[src/rtl/reduce_hybrid_param.sv]
// Hybrid reducer: a parallel operator tree folds LANES words per beat, then an accumulator folds BEATS beats per frame.
// Optional macro REDUCE_TREE_PIPE_EN adds a register stage between the tree and the accumulator.
module reduce_hybrid_param #(
    parameter int WIDTH = 16,
    parameter int LANES = 2,
    parameter int BEATS = 4
) (
    input  logic                     CLK,
    input  logic                     RESETN,
    input  logic [LANES*WIDTH-1:0]   I,
    input  logic                     WE,
    input  logic [1:0]               OP,
    input  logic                     CLR,
    output logic [WIDTH-1:0]         O,
    output logic                     V,
    output logic                     BUSY
);

    localparam logic [1:0] OP_ADD = 2'd0;
    localparam logic [1:0] OP_MAX = 2'd1;
    localparam logic [1:0] OP_MIN = 2'd2;
    localparam logic [1:0] OP_XOR = 2'd3;

    localparam int P  = 1 << $clog2(LANES);
    localparam int CW = (BEATS > 1) ? $clog2(BEATS) : 1;
    localparam logic [CW-1:0] LASTCNT = CW'(BEATS - 1);

    function automatic logic [WIDTH-1:0] combine(input logic [WIDTH-1:0] a,
                                                 input logic [WIDTH-1:0] b,
                                                 input logic [1:0]       op);
        logic [WIDTH-1:0] r;
        case (op)
            OP_ADD:  r = a + b;
            OP_MAX:  r = (a > b) ? a : b;
            OP_MIN:  r = (a < b) ? a : b;
            OP_XOR:  r = a ^ b;
            default: r = a ^ b;
        endcase
        return r;
    endfunction

    function automatic logic [WIDTH-1:0] identity(input logic [1:0] op);
        return (op == OP_MIN) ? {WIDTH{1'b1}} : {WIDTH{1'b0}};
    endfunction

    // Unused leaves of the power-of-2 tree hold the operator identity so padding never changes the result.
    function automatic logic [WIDTH-1:0] treeReduce(input logic [LANES*WIDTH-1:0] data,
                                                    input logic [1:0]             op);
        logic [WIDTH-1:0] node [P];
        for (int k = 0; k < P; k++) begin
            if (k < LANES) node[k] = data[k*WIDTH +: WIDTH];
            else           node[k] = identity(op);
        end
        for (int span = P; span > 1; span = span / 2) begin
            for (int j = 0; j < span / 2; j++) begin
                node[j] = combine(node[2*j], node[2*j+1], op);
            end
        end
        return node[0];
    endfunction

    logic [CW-1:0]    cnt_q, cnt_d;
    logic [1:0]       op_q, op_d;
    logic [WIDTH-1:0] acc_q, acc_d;
    logic [WIDTH-1:0] o_q, o_d;
    logic             v_q, v_d;

    logic             beatFirst, beatLast, accept;
    logic [1:0]       treeOp;
    logic [WIDTH-1:0] beatVal;

    assign beatFirst = (cnt_q == '0);
    assign beatLast  = (cnt_q == LASTCNT);
    assign accept    = WE && !CLR;
    assign treeOp    = beatFirst ? OP : op_q;
    assign beatVal   = treeReduce(I, treeOp);

    always_comb begin
        cnt_d = cnt_q;
        op_d  = op_q;
        if (CLR) begin
            cnt_d = '0;
        end else if (WE) begin
            if (beatFirst) op_d = OP;
            cnt_d = beatLast ? '0 : cnt_q + CW'(1);
        end
    end

    logic             stValid, stFirst, stLast;
    logic [WIDTH-1:0] stVal;
    logic [1:0]       stOp;

`ifdef REDUCE_TREE_PIPE_EN
    logic             pipeValid_q, pipeFirst_q, pipeLast_q;
    logic [WIDTH-1:0] pipeVal_q;
    logic [1:0]       pipeOp_q;

    always_ff @(posedge CLK or negedge RESETN) begin
        if (!RESETN) begin
            pipeValid_q <= 1'b0;
            pipeFirst_q <= 1'b0;
            pipeLast_q  <= 1'b0;
            pipeVal_q   <= '0;
            pipeOp_q    <= OP_ADD;
        end else begin
            pipeValid_q <= accept;
            pipeFirst_q <= beatFirst;
            pipeLast_q  <= beatLast;
            pipeVal_q   <= beatVal;
            pipeOp_q    <= treeOp;
        end
    end

    assign stValid = pipeValid_q;
    assign stFirst = pipeFirst_q;
    assign stLast  = pipeLast_q;
    assign stVal   = pipeVal_q;
    assign stOp    = pipeOp_q;
`else
    assign stValid = accept;
    assign stFirst = beatFirst;
    assign stLast  = beatLast;
    assign stVal   = beatVal;
    assign stOp    = op_q;
`endif

    logic             accFire;
    logic [WIDTH-1:0] accNext;

    // CLR also suppresses whatever beat reaches the accumulator this cycle, including a pipelined one.
    assign accFire = stValid && !CLR;
    assign accNext = stFirst ? stVal : combine(acc_q, stVal, stOp);

    always_comb begin
        acc_d = acc_q;
        o_d   = o_q;
        v_d   = 1'b0;
        if (accFire) begin
            acc_d = accNext;
            if (stLast) begin
                o_d = accNext;
                v_d = 1'b1;
            end
        end
    end

    always_ff @(posedge CLK or negedge RESETN) begin
        if (!RESETN) begin
            cnt_q <= '0;
            op_q  <= OP_ADD;
            acc_q <= '0;
            o_q   <= '0;
            v_q   <= 1'b0;
        end else begin
            cnt_q <= cnt_d;
            op_q  <= op_d;
            acc_q <= acc_d;
            o_q   <= o_d;
            v_q   <= v_d;
        end
    end

    assign O    = o_q;
    assign V    = v_q;
    assign BUSY = (cnt_q != '0);

endmodule

[config.mk]
export PLATFORM = sky130hd
export DESIGN_NAME = reduce_hybrid_param
export DESIGN_NICKNAME = d
export VERILOG_FILES = /design/src/rtl/reduce_hybrid_param.sv
export SDC_FILE = /design/constraint.sdc
export NUM_CORES = 1
export LEC_CHECK = 0
export ABC_AREA = 1
export CORE_MARGIN = 4
export CORE_UTILIZATION = 64
export DETAILED_ROUTE_END_ITERATION = 7
export MAX_ROUTING_LAYER = met4
export PLACE_DENSITY = 0.88
export SLEW_MARGIN = 25
export SYNTH_ARGS = -nofsm -noshare
export SYNTH_HDL_FRONTEND = slang
export SYNTH_SLANG_ARGS = --single-unit
[constraint.sdc]
create_clock -name CLK -period 5.67 [get_ports CLK]
set_input_delay 1.4175 -clock CLK [delete_from_list [all_inputs] [get_ports CLK]]
set_output_delay 1.4175 -clock CLK [all_outputs]
set_load 0.02 [all_outputs]
==> flow_metrics.py <==
metrics = {
    "run_status": {
        "status": "finished, violations left",
        "violations": "design-rule violations",
    },
    "floorplanning": {
        "placeableCoreArea_sq_um": 8640,
        "initial_core_util_pct": 65.4,
        "io_pins": 56,
        "die_area_sq_um": 10400,
        "placementRows": 34,
        "die_y_microns": 102,
        "horizontal_extent_of_the_die_microns": 102,
    },
    "synthesis": {
        "yosys_register_bits": 37,
        "synth.cells.most_frequent": "252 x nand2_1, 116 x inv_1, 73 x nand3_1, 65 x a21oi_1, 64 x ha_1",
        "post-synth-top-count-cell": "nand2_1",
        "synth_cell_types": 51,
        "synthDominantCellAreaShare_pct": 16.7,
        "ys_async_rst_share_pct": 100,
        "register_area_share_after_synthesis_pct": 16.4,
        "netlist.top_cell.by_area": "nand2_1",
        "synthesis.area_sq_um": 5650,
        "postSynthAreaPerCell_sq_um": 6.31,
        "synthesis.instances": 895,
        "synth_enable_flop_cells": 0,
        "synth_fp_nets": 999,
        "yosys-top-cells-area": "nand2_1 17%, dfrtp_1 16%, ha_1 14%",
        "ys_warn_count": 0,
        "dominantRegCellSynth": "dfrtp_1",
    },
    "worst_setup_path": {
        "critical_path.startpoint_type": "input pin",
        "critPathMostFrequentCell": "nand2_1",
        "crit_path_end_kind": "register",
        "slowest_delay_ns": 0.50,
        "cp_data_arrival_time_ns": 5.67,
        "reg2reg_to": "acc_q[2]",
        "r2r.worst_path.cells": 27,
        "worstSetupPathType": "input pin to register",
        "setup.reg_to_reg.worst_slack_ns": 1.31,
        "timing.critical_path.slowest_stage_cell": "clkdlybuf4s50_1",
        "crit_required_ns": 5.86,
        "regToRegStartpoint": "cnt_q[0]",
        "worst-path-max-fanout": 21,
    },
    "cts": {
        "cts.reportedPaths.clkPinSlew_ns": 0.08,
        "cts_tree": "done",
        "clock_path_buffers": 2,
        "clk_root_buffer_cell": "clkbuf_8",
        "holdBufCountCts": 0,
        "tritoncts.num_buffers": 5,
        "cts_h_tree_lvls": 2,
        "clkSinkCount": 37,
        "clkLatencyLatePin_ns": 0.30,
    },
    "routing": {
        "via_count": 6721,
        "drtPass1Iterations": 8,
        "routed_wire_length_per_instance_microns": 17.1,
        "detail_route.vias_per_cell": 5.98,
        "dr.first_iter.drc_count": 817,
        "routed_wirelength_microns": 19200,
        "route.detailed.drc": 3,
        "antenna_left": 0,
    },
    "place": {
        "hpwl_microns": 14200,
        "post-place-cells": 1113,
        "numPortBuffers": 55,
        "finalWeightedCongestion": 1.07,
    },
    "power_and_ir_drop": {
        "fin_total_pwr_uw": 2600,
        "power.leakage_uw": 0.00371,
        "power_per_cell_area_nw_per_um2": 367,
        "power.ir.vdd_worst_mv": 0.297,
    },
    "final_layout": {
        "num-nets-final": 1118,
        "multi_input_area_sq_um": 4210,
        "area_delta_synth_final_pct": 25.3,
        "layout-drive-gt1-share_pct": 19.0,
        "register_area_sq_um": 926,
        "final_cells": 1123,
        "n_antenna_cell": 0,
        "filler_cell_count": 637,
    },
    "sta": {
        "report.final.setup_viol": 0,
        "fin_skew_ns": 0.0142,
        "timing.setup.tns_ns": 0,
        "worst-slew-pin-transition_ns": 0.867,
        "clock.fmax_mhz": 183,
        "worst_case_headroom_to_the_max_slew_limit_pct": 42.2,
        "finalHoldViolCount": 0,
        "final_period_minus_worst_setup_slack_ns": 5.48,
        "final_min_period_over_clock_period_pct": 96.6,
        "pins_over_slew_limit": 0,
    },
    "global_routing": {
        "grt.total_usage_pct": 36.8,
        "number_of_global_route_vias_before_repair": 6134,
        "overflow": 0,
        "antenna_found_initial": 0,
        "grt_first_pass_wirelength_microns": 29600,
        "grt_start_max_net_pins": 38,
    },
    "run": {
        "max_capacitance_violation_count": 0,
    },
    "worst_hold_path": {
        "min-delay-start": "O[13]",
        "holdPathEnd": "O[13]",
        "timing.hold.worst.class": "register to register",
        "worstHoldPathCells": 2,
    },
}
[layout by cell type, fill, tap and decap left out, types with 2 or more instances in the layout]
master	synthesis	final
a21oi_1	65	62
a21oi_2	7	10
a21oi_4	2	2
and2_4	2	2
buf_12	2	3
buf_4	2	79
clkbuf_8	0	6
clkdlybuf4s50_1	0	53
dfrtp_1	37	37
fa_1	2	2
ha_1	64	56
ha_4	0	7
inv_1	116	115
inv_2	10	11
nand2_1	252	249
nand2_2	14	16
nand2_4	4	4
nand3_1	73	72
nand3_2	6	7
nand3b_1	9	9
nand3b_2	2	2
nand4_2	2	2
nor2_1	62	61
nor2_2	9	9
nor2_4	2	3
nor3_1	5	4
o211ai_1	6	6
o211ai_2	5	5
o21ai_0	49	49
o21ai_1	23	23
o21ai_2	7	7
o21bai_1	5	5
o22ai_1	2	2
o31ai_1	2	2
or2_1	2	2
or2_2	4	4
xor2_1	6	6
[registers in the layout, indices dropped and copies added, names as in the netlist]
signal,cells
V,1
acc_q,16
O,16
cnt_q,2
op_q,2
[layer usage]
layer  track usage, %  wire length (microns)  vias to the layer above
met5                -                      0                        -
met4             9.99                    603                        0
met3             5.53                   2200                       81
met2             57.9                   8560                      458
met1             49.2                   7800                     3044
li1                 -                      -                     3138
[stage by stage]
step	instance area, sq um	worst slack [ns]	hold WS [ns]	util, %
floorplan	5650	0.855	0.498	-
global placement	6780	-0.0428	0.461	78.5
detailed placement	6780	-0.0877	0.465	78.5
CTS	6890	0.171	0.485	79.8
global route	7080	-0.106	0.507	82.0
finish	7080	0.194	0.480	82.0
[cell families (layout without fill, tap and decap cells)]
family	Yosys count	count (layout)	share of synthesized area (%)
XOR/XNOR	7	7	1.08
buffers and inverters	152	272	12.0
AND/OR/NAND/NOR	454	454	36.8
adder cells (fa/ha/maj)	66	66	14.9
flip-flops	37	37	16.4
AO/OA/AOI/OAI	179	179	18.9
[how the worst max path moves through the flow]
stage / start / to / slack, ns
after floorplan: I[29] / acc_q[11] / 0.86
after global placement: I[21] / O[11] / -0.04
after detailed placement: I[21] / acc_q[11] / -0.09
after CTS: I[21] / acc_q[11] / 0.17
after global routing: I[29] / acc_q[2] / -0.11
final: I[27] / acc_q[2] / 0.19
[where the power goes]
group / switching (uW) / total (uW) / internal, uW
clock network: 99.4 / 243 / 144
registers: 89.1 / 432 / 343
logic: 1150 / 1930 / 773
total: 1340 / 2600 / 1260
[worst max-delay path: cells and delay by family]
| family | cells | cell delay (ns) |
|---|---|---|
| compound gates | 4 | 0.63 |
| buf+inv | 5 | 1.00 |
| simple gates | 19 | 2.00 |
| fa+ha+maj | 2 | 0.60 |
[final cells by class]
cell class | instances | area share, %
clock buffer | 7 | 1.22
clock inverter | 1 | 0.424
inverter | 126 | 6.68
multi-input combinational | 706 | 59.4
sequential | 37 | 13.1
tap | 108 | 1.91
timing repair buffer | 138 | 17.3
[timing repair]
action	4_1_cts	5_1_grt
endpoints found under the setup margin	0	32
resized for setup	0	28
buffers inserted	0	1
No activity file was read; power rests on OpenSTA's default activity.
